**src/rtl/sm3_cmprss_ctrl_pkg.sv**
```systemverilog
// Shared SM3 compression constants, working-register struct, FSM encoding and rotate helpers.
// Optional wipe of working/chaining state is enabled by defining SM3_CMPRSS_ZEROIZE_EN.
package sm3_cmprss_ctrl_pkg;

   localparam logic [31:0] SM3_IV_A = 32'h7380166f;
   localparam logic [31:0] SM3_IV_B = 32'h4914b2b9;
   localparam logic [31:0] SM3_IV_C = 32'h172442d7;
   localparam logic [31:0] SM3_IV_D = 32'hda8a0600;
   localparam logic [31:0] SM3_IV_E = 32'ha96f30bc;
   localparam logic [31:0] SM3_IV_F = 32'h163138aa;
   localparam logic [31:0] SM3_IV_G = 32'he38dee4d;
   localparam logic [31:0] SM3_IV_H = 32'hb0fb0e4e;

   localparam logic [31:0] SM3_T_LO = 32'h79cc4519;
   localparam logic [31:0] SM3_T_HI = 32'h7a879d8a;

   // Field order puts A in the top word so the struct maps directly onto hash_o.
   typedef struct packed {
      logic [31:0] a;
      logic [31:0] b;
      logic [31:0] c;
      logic [31:0] d;
      logic [31:0] e;
      logic [31:0] f;
      logic [31:0] g;
      logic [31:0] h;
   } sm3_regs_t;

   localparam sm3_regs_t SM3_IV = '{a: SM3_IV_A, b: SM3_IV_B, c: SM3_IV_C, d: SM3_IV_D,
                                    e: SM3_IV_E, f: SM3_IV_F, g: SM3_IV_G, h: SM3_IV_H};

   typedef enum logic [1:0] {
      ST_IDLE  = 2'd0,
      ST_RUN   = 2'd1,
      ST_FINAL = 2'd2,
      ST_DONE  = 2'd3
   } ctrl_state_t;

   function automatic logic [31:0] rotl32(input logic [31:0] x, input int unsigned n);
      return (x << n) | (x >> (32 - n));
   endfunction

   function automatic logic [31:0] sm3_p0(input logic [31:0] x);
      return x ^ rotl32(x, 9) ^ rotl32(x, 17);
   endfunction

endpackage

```
**src/rtl/sm3_cmprss_ceil_comb.sv**
```systemverilog
// One combinational SM3 compression round; Tj arrives already rotated by (j mod 32).
module sm3_cmprss_ceil_comb
   import sm3_cmprss_ctrl_pkg::*;
(
   input  logic        cmprss_round_sm_16_i,
   input  logic [31:0] tj_i,
   input  logic [31:0] wj_i,
   input  logic [31:0] wjj_i,
   input  sm3_regs_t   st_i,
   output sm3_regs_t   st_o
);

   logic [31:0] a12;
   logic [31:0] ss1;
   logic [31:0] ss2;
   logic [31:0] ff;
   logic [31:0] gg;
   logic [31:0] tt1;
   logic [31:0] tt2;

   assign a12 = rotl32(st_i.a, 12);
   assign ss1 = rotl32(a12 + st_i.e + tj_i, 7);
   assign ss2 = ss1 ^ a12;

   // Rounds 0..15 use parity; later rounds use majority / choose.
   assign ff = cmprss_round_sm_16_i ? (st_i.a ^ st_i.b ^ st_i.c)
                                    : ((st_i.a & st_i.b) | (st_i.a & st_i.c) | (st_i.b & st_i.c));
   assign gg = cmprss_round_sm_16_i ? (st_i.e ^ st_i.f ^ st_i.g)
                                    : ((st_i.e & st_i.f) | (~st_i.e & st_i.g));

   assign tt1 = ff + st_i.d + ss2 + wjj_i;
   assign tt2 = gg + st_i.h + ss1 + wj_i;

   assign st_o.a = tt1;
   assign st_o.b = st_i.a;
   assign st_o.c = rotl32(st_i.b, 9);
   assign st_o.d = st_i.c;
   assign st_o.e = sm3_p0(tt2);
   assign st_o.f = st_i.e;
   assign st_o.g = rotl32(st_i.f, 19);
   assign st_o.h = st_i.g;

endmodule

```
**src/rtl/sm3_tj_gen.sv**
```systemverilog
// Round-indexed pre-rotated Tj: a register loaded with T_LO at job start, rotated left by
// one per consumed round, and reloaded with T_HI<<<16 on the step into round 16.
module sm3_tj_gen
   import sm3_cmprss_ctrl_pkg::*;
(
   input  logic        clk,
   input  logic        rst_n,
   input  logic        load_i,
   input  logic        adv_i,
   input  logic        last_lo_i,
   output logic [31:0] tj_o
);

   localparam logic [31:0] T_HI_J16 = rotl32(SM3_T_HI, 16);

   always_ff @(posedge clk or negedge rst_n) begin
      if (!rst_n) begin
         tj_o <= SM3_T_LO;
      end else if (load_i) begin
         tj_o <= SM3_T_LO;
      end else if (adv_i) begin
         tj_o <= last_lo_i ? T_HI_J16 : rotl32(tj_o, 1);
      end
   end

endmodule

```
**src/rtl/sm3_cmprss_ctrl.sv**
```systemverilog
// Iterative SM3 compression controller: 64 rounds at one per accepted Wj pair, then V ^= A..H.
// Define SM3_CMPRSS_ZEROIZE_EN to wipe A..H after each block, wipe all state on soft clear, and gate hash_o.
module sm3_cmprss_ctrl
   import sm3_cmprss_ctrl_pkg::*;
#(
   parameter int unsigned ROUNDS = 64
)
(
   input  logic         clk,
   input  logic         rst_n,
   input  logic         blk_start_i,
   input  logic         blk_first_i,
   input  logic         soft_clr_i,
   input  logic         wj_valid_i,
   input  logic [31:0]  wj_i,
   input  logic [31:0]  wjj_i,
   output logic         wj_ready_o,
   output logic         busy_o,
   output logic [5:0]   round_o,
   output logic         hash_valid_o,
   input  logic         hash_ready_i,
   output logic [255:0] hash_o
);

   localparam logic [5:0] LAST_ROUND = 6'(ROUNDS - 1);

   ctrl_state_t state;
   sm3_regs_t   st;
   sm3_regs_t   st_nxt;
   sm3_regs_t   v_reg;
   logic [5:0]  round;
   logic [31:0] tj_cur;
   logic        rnd_sm_16;
   logic        hs;
   logic        start_go;

   assign hs        = wj_ready_o & wj_valid_i;
   assign start_go  = (state == ST_IDLE) & blk_start_i & ~soft_clr_i;
   assign rnd_sm_16 = (round < 6'd16);
   assign round_o   = round;

   sm3_tj_gen u_tj_gen (
      .clk       (clk),
      .rst_n     (rst_n),
      .load_i    (start_go),
      .adv_i     (hs & ~soft_clr_i),
      .last_lo_i (round == 6'd15),
      .tj_o      (tj_cur)
   );

   sm3_cmprss_ceil_comb u_ceil (
      .cmprss_round_sm_16_i (rnd_sm_16),
      .tj_i                 (tj_cur),
      .wj_i                 (wj_i),
      .wjj_i                (wjj_i),
      .st_i                 (st),
      .st_o                 (st_nxt)
   );

   // NOTE: every register in this block is updated with <= so all branches see the
   // pre-edge values of st, v_reg and round, regardless of statement order.
   always_ff @(posedge clk or negedge rst_n) begin
      if (!rst_n) begin
         state        <= ST_IDLE;
         st           <= '0;
         v_reg        <= '0;
         round        <= '0;
         busy_o       <= 1'b0;
         wj_ready_o   <= 1'b0;
         hash_valid_o <= 1'b0;
      end else if (soft_clr_i) begin
         state        <= ST_IDLE;
         round        <= '0;
         busy_o       <= 1'b0;
         wj_ready_o   <= 1'b0;
         hash_valid_o <= 1'b0;
`ifdef SM3_CMPRSS_ZEROIZE_EN
         st           <= '0;
         v_reg        <= '0;
`endif
      end else begin
         case (state)
            ST_IDLE: begin
               if (blk_start_i) begin
                  st         <= blk_first_i ? SM3_IV : v_reg;
                  v_reg      <= blk_first_i ? SM3_IV : v_reg;
                  round      <= '0;
                  state      <= ST_RUN;
                  busy_o     <= 1'b1;
                  wj_ready_o <= 1'b1;
               end
            end
            ST_RUN: begin
               if (hs) begin
                  st <= st_nxt;
                  if (round == LAST_ROUND) begin
                     round      <= '0;
                     state      <= ST_FINAL;
                     wj_ready_o <= 1'b0;
                  end else begin
                     round <= round + 6'd1;
                  end
               end
            end
            ST_FINAL: begin
               v_reg        <= sm3_regs_t'(st ^ v_reg);
`ifdef SM3_CMPRSS_ZEROIZE_EN
               st           <= '0;
`endif
               state        <= ST_DONE;
               hash_valid_o <= 1'b1;
            end
            ST_DONE: begin
               // A start seen together with hash_ready_i is dropped; it must be reissued in IDLE.
               if (hash_ready_i) begin
                  state        <= ST_IDLE;
                  hash_valid_o <= 1'b0;
                  busy_o       <= 1'b0;
               end
            end
            default: begin
               state <= ST_IDLE;
            end
         endcase
      end
   end

`ifdef SM3_CMPRSS_ZEROIZE_EN
   assign hash_o = hash_valid_o ? v_reg : '0;
`else
   assign hash_o = v_reg;
`endif

endmodule

```
**config.mk**
```make
export PLATFORM = sky130hd
export DESIGN_NAME = sm3_cmprss_ctrl
export DESIGN_NICKNAME = d
export VERILOG_FILES = /design/src/rtl/sm3_cmprss_ctrl_pkg.sv /design/src/rtl/sm3_cmprss_ceil_comb.sv /design/src/rtl/sm3_tj_gen.sv /design/src/rtl/sm3_cmprss_ctrl.sv
export SDC_FILE = /design/constraint.sdc
export NUM_CORES = 2
export LEC_CHECK = 0
export CORE_MARGIN = 2
export CORE_UTILIZATION = 50
export CTS_BUF_LIST = sky130_fd_sc_hd__clkbuf_2
export CTS_CLUSTER_DIAMETER = 40
export DETAILED_ROUTE_END_ITERATION = 7
export HOLD_SLACK_MARGIN = 0.05
export PLACE_DENSITY = 0.81
export SYNTH_ARGS = -nofsm -noshare
export SYNTH_HDL_FRONTEND = slang
export SYNTH_HIERARCHICAL = 1
export SYNTH_SLANG_ARGS = --single-unit
```
**constraint.sdc**
```tcl
create_clock -name clk -period 10.59 [get_ports clk]
set_clock_uncertainty 0.15 [all_clocks]
set_input_delay 2.118 -clock clk [delete_from_list [all_inputs] [get_ports clk]]
set_output_delay 2.118 -clock clk [all_outputs]
set_load 0.05 [all_outputs]
```
==> results.py <==
metrics = {
    "worst_setup_path": {
        "cp_data_required_time_ns": 11.64,
        "critical_path.startpoint_type": "flop",
        "criticalPathCategory": "flop to flop",
        "worst_setup_path_end_kind": "flop",
        "critPathSlowestCell": "sky130_fd_sc_hd__dfrtp_1",
        "worst_path_dominant_cell_family": "compound AO/OA/AOI/OAI gates",
        "worstPathMaxFanout": 7,
        "timing.reg2reg.worst_path_depth": 30,
        "crit_top_cell": "sky130_fd_sc_hd__fa_1",
        "endpoint_of_the_lowest_slack_register_to_register_path": "st[104]",
        "worst_ep_arrival_time_ns": 9.58,
        "worst_path_largest_cell_delay_ns": 0.52,
        "timing.reg2reg.setup_slack_ns": 2.06,
        "crit-reg2reg-launch": "st[245]",
        "critPathBufInv": 3,
    },
    "clock_network": {
        "post_cts.resized_instances": 0,
        "clk_pin_slew_ns": 0.10,
        "cts_root_buf": "sky130_fd_sc_hd__clkbuf_2",
        "clock_tree.buffer_depth": 3,
        "clock_tree_from_tritoncts": "built",
        "worst_skew_pair.late_latency_ns": 1.43,
        "postCtsSetupRepairBufs": 0,
        "ctsHtreeMaxLevel": 4,
        "holdBufCountCts": 0,
        "number_of_buffers_created_by_cts": 151,
        "clkSinkCount": 555,
    },
    "grt": {
        "globalRoute.totalOverflow": 0,
        "initial_antenna_violation_count": 3,
        "grt_pass1_wl_um": 209000,
        "grtUsageTotal_pct": 36.0,
        "number_of_global_route_vias_before_repair": 31839,
        "grt_max_degree": 201,
    },
    "detailed_routing": {
        "route.final.wire_length_um": 143000,
        "first_iter_violations": 4341,
        "avgViaCountPerCell": 6.21,
        "routed-via-count": 33431,
        "number_of_antenna_violating_nets_in_the_routed_design": 0,
        "route.detailed.wl_per_inst_um": 26.6,
        "drt_pre_antenna_iters": 7,
        "route.detailed.drc": 0,
    },
    "timing": {
        "finalHoldViolations": 0,
        "finalSetupViolCount": 0,
        "postLayoutSetupSlackWorst_ns": 2.06,
        "rsz_0062_raised_after_global_routing": "no",
        "layout_min_cycle_time_ns": 8.53,
        "min_period_over_period_pct": 80.6,
        "slew_headroom_pct": 19.5,
        "maxSlewViolCount": 0,
        "max_freq_mhz": 117,
        "setup-tns-final_ns": 0,
        "max_slew.worst_pin.slew_ns": 1.21,
    },
    "floorplan": {
        "placementRows": 101,
        "floorplan.io_pins": 336,
        "core_area_um2": 76100,
        "die_y_um": 282,
        "die_width_um": 282,
        "fp.dieArea_um2": 79300,
        "start_util_pct": 50.6,
    },
    "min_path": {
        "worst_hold_path.num_cells": 2,
        "holdPathEnd": "u_tj_gen/tj_o[14]",
        "timing.hold.worst.class": "flop to flop",
        "hold_path.startpoint": "u_tj_gen/tj_o[13]",
    },
    "synthesis": {
        "synth_top_family_by_area": "compound AO/OA/AOI/OAI gates",
        "synth_top_area_share_pct": 35.1,
        "synth.cell_area_um2": 38500,
        "fraction_of_the_mapped_netlist_area_in_compound_gates_pct": 21.5,
        "post-synth-top-count-cell": "sky130_fd_sc_hd__dfrtp_1",
        "synth.yosys.warnings": 6,
        "synth_seq_area_share_pct": 36.1,
        "syn-num-nets": 4481,
        "synth_fa_ha_area_share_pct": 13.7,
        "synth_async_sr_flop_share_pct": 100,
        "number_of_synthesized_flops_with_an_enable_pin": 0,
        "synth_xor_area_share_pct": 5.00,
        "synth_simple_gate_area_share_pct": 13.5,
        "synthFlopType": "sky130_fd_sc_hd__dfrtp_1",
        "synth_largest_area_cell": "sky130_fd_sc_hd__dfrtp_1",
        "synthCells": 4124,
        "synth_top_cells_by_count": "sky130_fd_sc_hd__dfrtp_1 (540), sky130_fd_sc_hd__o21ai_0 (456), sky130_fd_sc_hd__nor2_1 (366)",
        "synth.avg_cell_area_um2": 9.34,
        "synth.top_cells.by_area": "sky130_fd_sc_hd__dfrtp_1 (35%), sky130_fd_sc_hd__fa_1 (9.8%), sky130_fd_sc_hd__o21ai_0 (5.9%)",
        "cell_variety_after_synth": 80,
        "muxShareOfSynthArea_pct": 1.03,
        "yosys_register_bits": 555,
    },
    "placed_design": {
        "port-buffer-count": 335,
        "place.detailed.hpwl_um": 104000,
        "globalplace.congestion": 1.01,
        "post-place-ws_ns": 2.29,
        "place_inst": 5116,
    },
    "layout": {
        "layout-drive-gt1-share_pct": 11.0,
        "layout.nets": 4596,
        "final-instance-count-excl-fill": 5386,
        "area_growth_from_synthesis_to_layout_pct": 10.1,
    },
    "run_status": {
        "outcome": "finished clean",
    },
    "flow_run": {
        "maxCapViolCount": 0,
    },
}
[sequential cells by signal, summed over array words and instances, names as in the netlist]
register	count
hash_o	256
st	256
u_tj_gen/tj_o	32
round_o	6
state	2
busy_o	1
hash_valid_o	1
wj_ready_o	1
[layout make-up]
type | instances | area, um^2
clock buffer | 219 | 1100
sequential | 555 | 13900
clock inverter | 46 | 220
antenna | 5 | 12.5
multi-input combinational | 2891 | 21200
inverter | 259 | 977
timing repair buffer | 381 | 3740
fill | 6777 | 33700
tap | 1030 | 1290
[stage by stage]
step | hold slack (ns) | cell area, um^2 | utilization [%]
floorplan | 0.321 | 38500 | -
global placement | 0.334 | 41100 | 54.0
detailed placement | 0.343 | 41100 | 54.0
CTS | 0.343 | 42400 | 55.7
global route | 0.376 | 42400 | 55.7
finish | 0.342 | 42400 | 55.7
[metal layers]
metal / GRT usage, % / vias up / share of wire [%] / wire [um]
li1: - / 14415 / - / -
met1: 45.1 / 16546 / 37 / 53100
met2: 56.9 / 2036 / 46 / 66000
met3: 7.08 / 434 / 9.2 / 13200
met4: 23.8 / 0 / 7.7 / 11000
met5: 0 / - / 0 / 0
[tightest hold or removal path, stage by stage, from the launching register on]
cell and delay [ns]:
sky130_fd_sc_hd__dfrtp_1 0.42, sky130_fd_sc_hd__inv_1 0.07, sky130_fd_sc_hd__a31oi_1 0.06
[kinds of logic after synthesis]
kind of cell | count (synthesis)
AOI/OAI and AO/OA | 1229
xor gates and xnor gates | 214
adders and majority gates | 316
buffers and inverters | 678
DFF | 555
muxes | 38
and+or+nand+nor | 1094
[cells in the final DEF (no fill, tap or decap), types with 11 or more instances in the layout]
cell type                         instances
sky130_fd_sc_hd__o22ai_1                121
sky130_fd_sc_hd__nand3b_1                33
sky130_fd_sc_hd__clkbuf_2               219
sky130_fd_sc_hd__mux2_2                  13
sky130_fd_sc_hd__a211oi_1                14
sky130_fd_sc_hd__nand2b_1               128
sky130_fd_sc_hd__clkdlybuf4s50_1        334
sky130_fd_sc_hd__xnor2_1                126
sky130_fd_sc_hd__nor3b_1                 11
sky130_fd_sc_hd__a221oi_1                20
sky130_fd_sc_hd__xor2_1                  84
sky130_fd_sc_hd__o21a_1                  17
sky130_fd_sc_hd__fa_1                   188
sky130_fd_sc_hd__nand3_1                 34
sky130_fd_sc_hd__maj3_1                  30
sky130_fd_sc_hd__dfrtp_1                540
sky130_fd_sc_hd__nor3_1                  27
sky130_fd_sc_hd__a21oi_1                199
sky130_fd_sc_hd__mux2i_1                 25
sky130_fd_sc_hd__a31oi_1                155
sky130_fd_sc_hd__inv_1                  258
sky130_fd_sc_hd__o21ai_1                 14
sky130_fd_sc_hd__ha_1                    96
sky130_fd_sc_hd__o211ai_1                13
sky130_fd_sc_hd__o21ai_0                456
sky130_fd_sc_hd__buf_4                   43
sky130_fd_sc_hd__nor2_1                 362
sky130_fd_sc_hd__dfstp_2                 15
sky130_fd_sc_hd__a21o_1                  26
sky130_fd_sc_hd__and3_1                  11
sky130_fd_sc_hd__o21bai_1                14
sky130_fd_sc_hd__clkinv_1                27
sky130_fd_sc_hd__nand2_1                299
sky130_fd_sc_hd__nor2b_1                145
sky130_fd_sc_hd__a221oi_2               121
[worst max-delay path by stage]
stage / cells after the start / to / from / slack, ns
floorplan: 30 / st[104] / st[97] / 3.18
global placement: 28 / st[122] / st[245] / 2.33
detailed placement: 30 / st[104] / st[245] / 2.29
CTS: 30 / st[104] / st[245] / 2.22
global route: 30 / st[104] / st[245] / 1.75
finish: 30 / st[104] / st[245] / 2.06
Power is left out: the tool's default activity adds up to more than one toggle a clock period on the data nets, which glitch-free logic cannot reach.
